===== src/rtl/sync_fifo_flags.sv =====
// Single-clock FIFO with FWFT/registered read, programmable almost flags,
// occupancy count, sticky overflow/underflow and synchronous flush.
module sync_fifo_flags #(
   parameter int unsigned WIDTH     = 8,
   parameter int unsigned DEPTH     = 16,
   parameter bit          FWFT      = 1'b0,
   parameter int unsigned AF_THRESH = 14,
   parameter int unsigned AE_THRESH = 2
) (
   input  logic                       clk,
   input  logic                       rst_n,
   input  logic                       clr,
   input  logic                       wr_en,
   input  logic [WIDTH-1:0]           din,
   input  logic                       rd_en,
   output logic [WIDTH-1:0]           dout,
   output logic                       dout_valid,
   output logic                       full,
   output logic                       empty,
   output logic                       almost_full,
   output logic                       almost_empty,
   output logic [$clog2(DEPTH+1)-1:0] count,
   output logic                       overflow,
   output logic                       underflow
);

   localparam int unsigned CW = $clog2(DEPTH + 1);
   localparam int unsigned PW = $clog2(DEPTH);

   logic [WIDTH-1:0] mem [DEPTH];
   logic [PW-1:0]    wr_ptr;
   logic [PW-1:0]    rd_ptr;

   logic             wr_acc;
   logic             rd_acc;
   logic [PW-1:0]    wr_ptr_n;
   logic [PW-1:0]    rd_ptr_n;
   logic [CW-1:0]    count_n;
   logic [WIDTH-1:0] dout_n;
   logic             dout_valid_n;
   logic             overflow_n;
   logic             underflow_n;

   // Accept decisions; flush suppresses both operations.
   always_comb begin
      wr_acc = wr_en && !full && !clr;
      rd_acc = rd_en && !empty && !clr;
   end

   // Next pointers, count and sticky error flags.
   always_comb begin
      wr_ptr_n    = wr_ptr;
      rd_ptr_n    = rd_ptr;
      count_n     = count;
      overflow_n  = overflow | (wr_en && full);
      underflow_n = underflow | (rd_en && empty);
      if (wr_acc) begin
         wr_ptr_n = (wr_ptr == PW'(DEPTH - 1)) ? '0 : wr_ptr + PW'(1);
      end
      if (rd_acc) begin
         rd_ptr_n = (rd_ptr == PW'(DEPTH - 1)) ? '0 : rd_ptr + PW'(1);
      end
      if (wr_acc && !rd_acc) begin
         count_n = count + CW'(1);
      end else if (rd_acc && !wr_acc) begin
         count_n = count - CW'(1);
      end
      if (clr) begin
         wr_ptr_n    = '0;
         rd_ptr_n    = '0;
         count_n     = '0;
         overflow_n  = 1'b0;
         underflow_n = 1'b0;
      end
   end

   // Read data path. In FWFT mode the head word is precomputed so dout stays
   // registered; when the FIFO would otherwise be empty the head is the
   // incoming word, which is not yet in the array. A flush empties the FIFO,
   // so FWFT dout returns to 0 while registered-read dout holds.
   always_comb begin
      dout_n       = dout;
      dout_valid_n = 1'b0;
      if (FWFT) begin
         dout_valid_n = (count_n != '0);
         if (count_n == '0) begin
            dout_n = '0;
         end else if ((count - CW'(rd_acc)) == '0) begin
            dout_n = din;
         end else begin
            dout_n = mem[rd_ptr_n];
         end
      end else begin
         dout_valid_n = rd_acc;
         if (rd_acc) begin
            dout_n = mem[rd_ptr];
         end
      end
   end

   // Storage array, intentionally not reset.
   always_ff @(posedge clk) begin
      if (wr_acc) begin
         mem[wr_ptr] <= din;
      end
   end

   // State and registered outputs; flags decode the next count.
   always_ff @(posedge clk or negedge rst_n) begin
      if (!rst_n) begin
         wr_ptr       <= '0;
         rd_ptr       <= '0;
         count        <= '0;
         full         <= 1'b0;
         empty        <= 1'b1;
         almost_full  <= 1'(AF_THRESH == 0);
         almost_empty <= 1'b1;
         dout         <= '0;
         dout_valid   <= 1'b0;
         overflow     <= 1'b0;
         underflow    <= 1'b0;
      end else begin
         wr_ptr       <= wr_ptr_n;
         rd_ptr       <= rd_ptr_n;
         count        <= count_n;
         full         <= (count_n == CW'(DEPTH));
         empty        <= (count_n == '0);
         almost_full  <= (count_n >= CW'(AF_THRESH));
         almost_empty <= (count_n <= CW'(AE_THRESH));
         dout         <= dout_n;
         dout_valid   <= dout_valid_n;
         overflow     <= overflow_n;
         underflow    <= underflow_n;
      end
   end

endmodule


===== config.mk =====
export PLATFORM = sky130hd
export DESIGN_NAME = sync_fifo_flags
export DESIGN_NICKNAME = d
export VERILOG_FILES = /design/src/rtl/sync_fifo_flags.sv
export SDC_FILE = /design/constraint.sdc
export NUM_CORES = 1
export LEC_CHECK = 0
export BUFFER_PORTS_ARGS = -buffer_cell sky130_fd_sc_hd__buf_4
export CORE_MARGIN = 2
export CORE_UTILIZATION = 25
export DETAILED_ROUTE_END_ITERATION = 8
export PLACE_DENSITY = 0.44
export SYNTH_ARGS = -nofsm -noshare
export SYNTH_HDL_FRONTEND = slang
export SYNTH_SLANG_ARGS = --single-unit

===== constraint.sdc =====
create_clock -name clk -period 1.9 [get_ports clk]
set_clock_uncertainty 0.05 [all_clocks]
set_input_delay 0.38 -clock clk [delete_from_list [all_inputs] [get_ports clk]]
set_output_delay 0.38 -clock clk [all_outputs]
set_load 0.03 [all_outputs]

Word level (Yosys, flattened, before mapping):

Memory sizes are Yosys's and may differ from the RTL's. A register that Yosys moved wholly into a read port is not among the register bits.
Cells that the tools add are included.

* register bits: 20
* latch bits: 0
* RAM bits: 128
* memory bits (read-only): 0
* bits of input ports: 13
* output and inout port bits: 20
* logic and storage cells: 52
* memories: 1

Memory list
* mem: depth 16, bits a word 8, read ports 1, clocked after Yosys merged registers in 1, write ports 1, line 30 `logic [WIDTH-1:0] mem [DEPTH];`

* add/sub/neg operators: 4
* $mul: 0
* divide/modulo/power cells: 0
* order comparisons: 2
* equal/unequal tests: 3
* shift-type cells: 0
* muxes and demuxes: 13
* bitwise operators: 2
* reduce and logical (&&, ||, !) cells: 17

Operator list (number)
* 4-bit two-way mux: 6
* 5-bit two-way mux: 3
* 4-bit by 1-bit adder with 4-bit output, second input constant: 2
* 4-bit equality test, second input constant: 2
* 1-bit logical AND: 8
* 1-bit zero test: 6
* 5-bit by 1-bit adder with 5-bit output, second input constant: 1
* 5-bit equality test, second input constant: 1
* 5-bit by 4-bit >= comparator with 1-bit output, second input constant: 1
* 5-bit by 2-bit <= comparator with 1-bit output, second input constant: 1
* 5-bit zero test: 1
* 5-bit by 1-bit subtractor with 5-bit output, second input constant: 1
* 1-bit two-way mux: 4
* 2-bit nonzero test: 2
* 1-bit OR: 2

Depth between registers and ports, before layout:

Gate-level depths: netlist of the first run.

* word-level depth: 9
* depth in mapped cells: 7
* depth with buffers taken out: 6

Least setup slack after synthesis of the first run:

No wires, ideal clock.

* path type: register to register
* start point: register count[0]
* end point: register full
* library setup time: 96 ps
* arrival time: 1888 ps
* required time: 1754 ps
* setup slack: -133 ps
* cell stages (with the launch flop): 8
* buffers on the path: 1
* period minus slack after synthesis: 2033 ps
* cells stage by stage: dfrtp_1 buf_2 inv_1 ha_1 or3_1 o311ai_0 a21oi_1 nor4_2

* longest elaborated chain between the ends: 5
* elaborated cells on any way between the ends: 6
* those cells by class: add/sub (2); eq/ne (1); mux (3)

RTL lines
* start, declared: line 22 `output logic [$clog2(DEPTH+1)-1:0] count,`
* start signal, assigned: line 125 `count <= count_n;`
* 5-bit by 1-bit subtractor with 5-bit output: line 66 `count_n = count - CW'(1);`
* 5-bit two-way mux: line 65 `end else if (rd_acc && !wr_acc) begin`
* 5-bit two-way mux *: line 63 `if (wr_acc && !rd_acc) begin`
* 5-bit two-way mux *: line 68 `if (clr) begin`
* 5-bit equality test *: line 126 `full <= (count_n == CW'(DEPTH));`
* end signal, assigned: line 126
* end, declared: line 18 `output logic full,`

Mark *: on every way between the ends. The rest lies on a longest branch, timed or not.
A chain may end at the register's enable or synchronous reset.

Final worst setup path of the first run:

* start point: register count[0]
* end point: register almost_full

* longest elaborated chain between the ends: 5
* elaborated cells on any way between the ends: 6
* those cells by class: add/sub (2); order compare (1); mux (3)

RTL lines
* 5-bit by 1-bit subtractor with 5-bit output: line 66
* 5-bit two-way mux: line 65
* 5-bit two-way mux *: line 63
* 5-bit two-way mux *: line 68
* 5-bit by 4-bit >= comparator with 1-bit output *: line 128 `almost_full <= (count_n >= CW'(AF_THRESH));`
* end signal, assigned: line 116 `almost_full <= 1'(AF_THRESH == 0);`
* end signal, assigned: line 128
* end, declared: line 20 `output logic almost_full,`

Marks and branches as above.

==> results.yml, run 1 <==
detailed_routing:
  detail_route.first_pass.iterations: 4
  routedWlPerCell_um: 19.5
  avgViaCountPerCell: 4.55
  antenna_left: 0
  drt_iter0_drc: 272
  route.vias.total: 3535
  wl_mm: 15.1
  drc: 0
power:
  p_per_area_mw_per_mm2: 1200
  vdd_drop_max_mv: 0.560
  leakagePower_uw: 0.00266
synthesis:
  synthFlopType: "edfxtp_1"
  synthArstFlopShare_pct: 17.9
  netlist_area_mm2: 0.00639
  syn_inst: 365
  yosysWarnings: 0
  syn_avg_cell_area_um2: 17.5
  synth-edff-count: 128
  yosysUniqueCellTypes: 49
  ys_seq_area_share_pct: 71.1
  synth.ff_latch_count: 156
  synthesis.nets: 385
clock_network:
  cts_sinks: 156
  cts-root-buf: "clkbuf_16"
  clk_path_buf_depth: 2
  clkLatencyLatePin_ns: 0.42
  htree_levels: 4
  cts_inserted_buffers: 17
  path_clk_slew_ns: 0.06
  cts_tree: "built"
hold_path:
  hp-class: "in -> reg"
global_routing:
  grt_max_degree: 37
  antenna_found_initial: 0
  grt_overflow: 0
  grt_pass1_vias: 3643
  grt_usage_pct: 11.8
  grt_first_pass_wirelength_mm: 22.8
critical_path:
  start_kind: "flop"
  worstPathCellList: "buf_4 -> or4_1 -> nor3_2 -> o31ai_4 -> buf_4 -> o32ai_2"
  path_delay_family: "simple AND/OR/NAND/NOR gates"
  cp-end-kind: "flop"
  cp.arrival_ns: 2.16
  worstPathRequired_ns: 2.17
  critical_path_class: "reg -> reg"
  critPathSlowestCell: "dfrtp_2"
  crit_top_cell: "buf_4"
  crit_fanout: 5
  worst-path-buf-inv: 2
  cp_slowest_stage_delay_ns: 0.43
final_layout:
  nets: 454
  areaGrowthSynthToFinish_pct: 24.3
  drive_gt1_share_pct: 37.0
  fin_util_pct: 31.6
timing:
  slew-limit-headroom_pct: 34.0
  setup_violations: 0
  slew_violations: 0
  min_period_ns: 1.89
  hold_viol: 0
  finalCritPeriodShare_pct: 99.4
  max_freq_mhz: 530
  worst_slew_pin_slew_ns: 0.982
  fin_hold_ws_ns: 0.184
  rsz0062_at_grt: "true"
die:
  die_h_um: 164
  dieArea_mm2: 0.0269
  placementRows: 58
  initial_core_util_pct: 25.5
  core-area_mm2: 0.0251
  die_w_um: 164
  io_pins: 33
place:
  dp_hpwl_mm: 9.89
  gp_congestion: 0.743
  numPortBuffers: 32
job:
  maxCapViolCount: 0
run_status:
  outcome: "completed"
[cell families (layout without fill, tap and decap cells)]
kind of cell / Yosys count / in the layout / synth area share [%]
XOR/XNOR: 4 / 4 / 0.548
multiplexers: 40 / 40 / 12.5
AO/OA/AOI/OAI: 47 / 47 / 5.42
buffers and inverters: 25 / 106 / 2.11
adder cells (fa/ha/maj): 7 / 7 / 1.37
flip-flops: 156 / 156 / 71.1
other: 0 / 1 / 0
AND/OR/NAND/NOR: 86 / 86 / 6.87
[power breakdown]
group	leakage [µW]	total (µW)	internal (µW)	switching, µW
Clock	0.000283	3430	2060	1370
Sequential	0.00150	4070	3910	167
Combinational	0.000872	2050	907	1140
[path summary, 6_finish.rpt]
path	to	cells past startpoint	startpoint	slack, ns
worst max-delay path	almost_full$_DFF_PN0_	6	count[0]$_DFF_PN0_	0.01
min in group asynchronous	almost_full$_DFF_PN0_	2	rst_n	0.37
worst min-delay path	overflow$_DFF_PN0_	3	wr_en	0.18
max in group asynchronous	empty$_DFF_PN1_	2	rst_n	1.11
worst max register to register	almost_full$_DFF_PN0_	6	count[0]$_DFF_PN0_	0.01
worst min register to register	overflow$_DFF_PN0_	2	overflow$_DFF_PN0_	0.47
[worst min-delay path, stage by stage]
cell and delay, ns:
buf_4 0.09, a21oi_1 0.06, nor2_1 0.08
[per-layer routing]
| layer | global-route usage (%) | vias to the layer above | part of all wire, % |
|---|---|---|---|
| met5 | 0 | - | 0 |
| met4 | 3.31 | 0 | 0.91 |
| met3 | 2.65 | 8 | 3.8 |
| met2 | 18.8 | 75 | 49 |
| met1 | 16.2 | 1857 | 46 |
| li1 | - | 1595 | - |
[area by class of cell]
type | instances | area, µm²
multi-input combinational | 184 | 1790
fill | 2500 | 17200
antenna | 1 | 2.50
timing repair buffer | 69 | 569
clock inverter | 14 | 170
tap | 330 | 413
sequential | 156 | 4550
inverter | 6 | 22.5
clock buffer | 17 | 425
[cell usage in the layout, fill, tap and decap left out, types with 3 or more instances in the layout]
cell,instances
dfrtp_2,4
and2_2,4
nor2_1,36
o22ai_1,8
a211oi_1,8
ha_1,7
inv_1,6
nand3_1,4
clkinvlp_4,3
a311oi_1,4
mux2i_2,3
nor3_1,5
buf_12,3
o21ai_0,4
buf_4,62
clkinv_4,3
dfrtp_1,22
or3_1,3
edfxtp_1,128
clkbuf_16,17
mux2i_1,4
mux4_2,32
bufinv_16,3
a21oi_1,10
buf_6,3
nand2_1,14
[synth_stat cells (3+ instances only)]
| cell | n | area (µm²) |
|---|---|---|
| mux2i_1 | 8 | 80.1 |
| a21oi_1 | 11 | 55.1 |
| ha_1 | 7 | 87.6 |
| dfrtp_1 | 26 | 651 |
| and2_1 | 4 | 25.0 |
| nor2_1 | 37 | 139 |
| o21ai_0 | 4 | 20.0 |
| inv_1 | 6 | 22.5 |
| buf_2 | 9 | 45.0 |
| o22ai_1 | 8 | 50.1 |
| clkbuf_1 | 3 | 11.3 |
| buf_4 | 4 | 30.0 |
| a311oi_1 | 4 | 35.0 |
| mux4_2 | 32 | 721 |
| nor3_1 | 6 | 30.0 |
| nand3_1 | 4 | 20.0 |
| nand2_1 | 14 | 52.6 |
| a211oi_1 | 8 | 60.1 |
| edfxtp_1 | 128 | 3840 |
| or3_1 | 4 | 25.0 |
[repair_timing]
item	4_1_cts	5_1_grt
hold endpoints to repair	26	0
buffers inserted	0	6
cloned	0	0
resized for setup	3	18
pin swaps	2	5
hold buffers	1	0
setup endpoints to repair	3	31
[state kept, by name (all words and copies together) (netlist names)]
name / count
overflow: 1
dout: 8
almost_full: 1
empty: 1
mem: 128
dout_valid: 1
wr_ptr: 4
full: 1
rd_ptr: 4
underflow: 1
almost_empty: 1
count: 5
[through the flow]
step           cell area, µm²  worst slack [ns]  cells  power [µW]  setup TNS [ns]
2_1_floorplan            6400           -0.0164    365        5310          -0.525
3_3_place_gp             7200            0.0244    738        6040               0
3_5_place_dp             7200          -0.00802    738        6070        -0.00802
4_1_cts                  7820            0.0183    770        9510               0
5_1_grt                  7940           -0.0478    776        9950          -0.736
6_report                 7940            0.0117    777        9560               0
(Power assumes the default switching activity.)
==> run 2: changes to the inputs <==
--- a/config.mk
+++ b/config.mk
@@ -9,6 +9,7 @@
 export CORE_MARGIN = 2
 export CORE_UTILIZATION = 25
 export DETAILED_ROUTE_END_ITERATION = 8
+export GPL_TIMING_DRIVEN = 0
 export PLACE_DENSITY = 0.44
 export SYNTH_ARGS = -nofsm -noshare
 export SYNTH_HDL_FRONTEND = slang
==> run 2 against run 1 <==
Compared with the run above: the run now ends with negative setup slack left; sequential cell count is the same; total power fell by 2.8%; largest power group unchanged; critical path type unchanged; via count is 0.40% lower; sequential power barely moved; design area grew 2.6%; largest cell class unchanged; die area did not move; count of clock-buffer cells in the layout increased by 4; utilization increased by 0.81 points; register-to-register slack got worse by 0.06 ns.
==> results.yml, run 2 (synthesis results as in run 1) <==
clock_network:
  cts-root-buf: "clkbuf_16"
  path_clk_slew_ns: 0.07
  clkLatencyLatePin_ns: 0.42
  htree_levels: 4
  cts_sinks: 156
  cts_tree: "built"
  clk_path_buf_depth: 2
  cts_inserted_buffers: 17
run_status:
  violations: "negative setup slack"
  outcome: "finished with violations"
global_routing:
  grt_pass1_vias: 3723
  antenna_found_initial: 0
  grt_overflow: 0
  grt_usage_pct: 12.1
  grt_max_degree: 29
  grt_first_pass_wirelength_mm: 23.1
critical_path:
  cp.arrival_ns: 1.95
  start_kind: "flop"
  crit_fanout: 8
  r2r_cells: 2
  worstPathRequired_ns: 1.91
  critical_path_class: "reg -> reg"
  cp-end-kind: "flop"
timing:
  hold_viol: 0
  max_freq_mhz: 513
  min_period_ns: 1.95
  slew-limit-headroom_pct: 58.5
  rsz0062_at_grt: "true"
  fin_hold_ws_ns: 0.171
  slew_violations: 0
  finalCritPeriodShare_pct: 103
  setup_ws_ns: -0.0476
  setup_violations: 16
  worst_slew_pin_slew_ns: 0.623
hold_path:
  worstHoldPathCells: 3
  hp-class: "in -> reg"
final_layout:
  final_common_cell: "edfxtp_1"
  drive_gt1_share_pct: 39.8
  regMostFlops: "mem"
  multiInputGateArea_mm2: 0.00193
  reg_top3: "mem (128), dout (8), count (5)"
  seq_area_mm2: 0.00455
  nFillCells: 2494
  final_cell_mix: "edfxtp_1, buf_4, mux4_2"
  nets: 454
  fin_util_pct: 32.4
  design_area_mm2: 0.00815
  areaGrowthSynthToFinish_pct: 27.5
  antenna_cells: 0
  largest_reg_flops: 128
die:
  core-area_mm2: 0.0251
  dieArea_mm2: 0.0269
  die_h_um: 164
  placementRows: 58
  initial_core_util_pct: 25.5
  io_pins: 33
  die_w_um: 164
power:
  vdd_drop_max_mv: 0.522
  leakagePower_uw: 0.00268
  p_per_area_mw_per_mm2: 1140
detailed_routing:
  drt_iter0_drc: 182
  avgViaCountPerCell: 4.53
  wl_mm: 15.4
  route.vias.total: 3521
  drc: 0
  antenna_left: 0
  detail_route.first_pass.iterations: 4
  routedWlPerCell_um: 19.8
place:
  postPlaceCellArea_mm2: 0.00705
  dpl_worst_slack_ns: -0.622
  dp_hpwl_mm: 10.0
  gp_congestion: 0.729
  numPortBuffers: 31
job:
  maxCapViolCount: 0
[run 2: cell types whose count changed in the layout (fill, tap and decap cells not counted), moves of 4 or more]
cell,change
and2_4,+4
buf_12,+8
clkbuf_1,+4
and2_2,-4
buf_6,+4
nor2_4,+10
buf_4,-18
nor2_1,-12
[run 2: path summary, 6_finish.rpt]
path	start	to	slack [ns]
worst min-delay path	wr_en	overflow$_DFF_PN0_	0.17
worst max-delay path	wr_ptr[2]$_DFFE_PN0P_	mem[8][2]$_DFFE_PP_	-0.05
worst max register to register	wr_ptr[2]$_DFFE_PN0P_	mem[8][2]$_DFFE_PP_	-0.05
min in group asynchronous	rst_n	almost_full$_DFF_PN0_	0.37
max in group asynchronous	rst_n	empty$_DFF_PN1_	1.09
worst min register to register	overflow$_DFF_PN0_	overflow$_DFF_PN0_	0.45
[run 2: through the flow]
step	TNS (ns)	cells	total power [µW]
after CTS	-1.19	770	9280
after global routing	-3.43	777	9690
after detailed placement	-59.39	726	5950
final	-0.486	777	9290
after floorplan	-0.525	365	5310
after global placement	-58.03	726	5930
[run 2: metal layers]
metal | up-vias | GRT usage, % | share of wire (%)
met1 | 1860 | 15.8 | 45
met2 | 61 | 20.3 | 50
met5 | - | 0 | 0
li1 | 1592 | - | -
met4 | 0 | 3.23 | 0.60
met3 | 8 | 2.58 | 4.4
[run 2: worst max-delay path: stages (launching register included)]
cell and delay [ns]:
dfrtp_1 0.45, or3b_2 0.60, nor2_2 0.49
[run 2: timing repair]
action / in CTS / in global routing
cloned: 0 / 0
setup endpoints to repair: 139 / 69
pin swaps: 13 / 4
gates resized for setup: 56 / 18
hold endpoints to repair: 26 / 0
setup buffers: 11 / 7
hold buffers: 1 / 0
[run 2: area by class of cell]
class                      count  area share, %
multi-input combinational    184           23.7
clock buffer                  21           5.65
inverter                       6          0.307
tap                          330           5.07
sequential                   156           55.8
timing repair buffer          50           6.07
buffer                        19           2.23
clock inverter                11           1.18
[run 2: report_power, final]
part           leakage, µW  switching [µW]  internal [µW]
Combinational     0.000914            1160            897
Sequential         0.00150             143           3910
Clock             0.000264            1320           1860
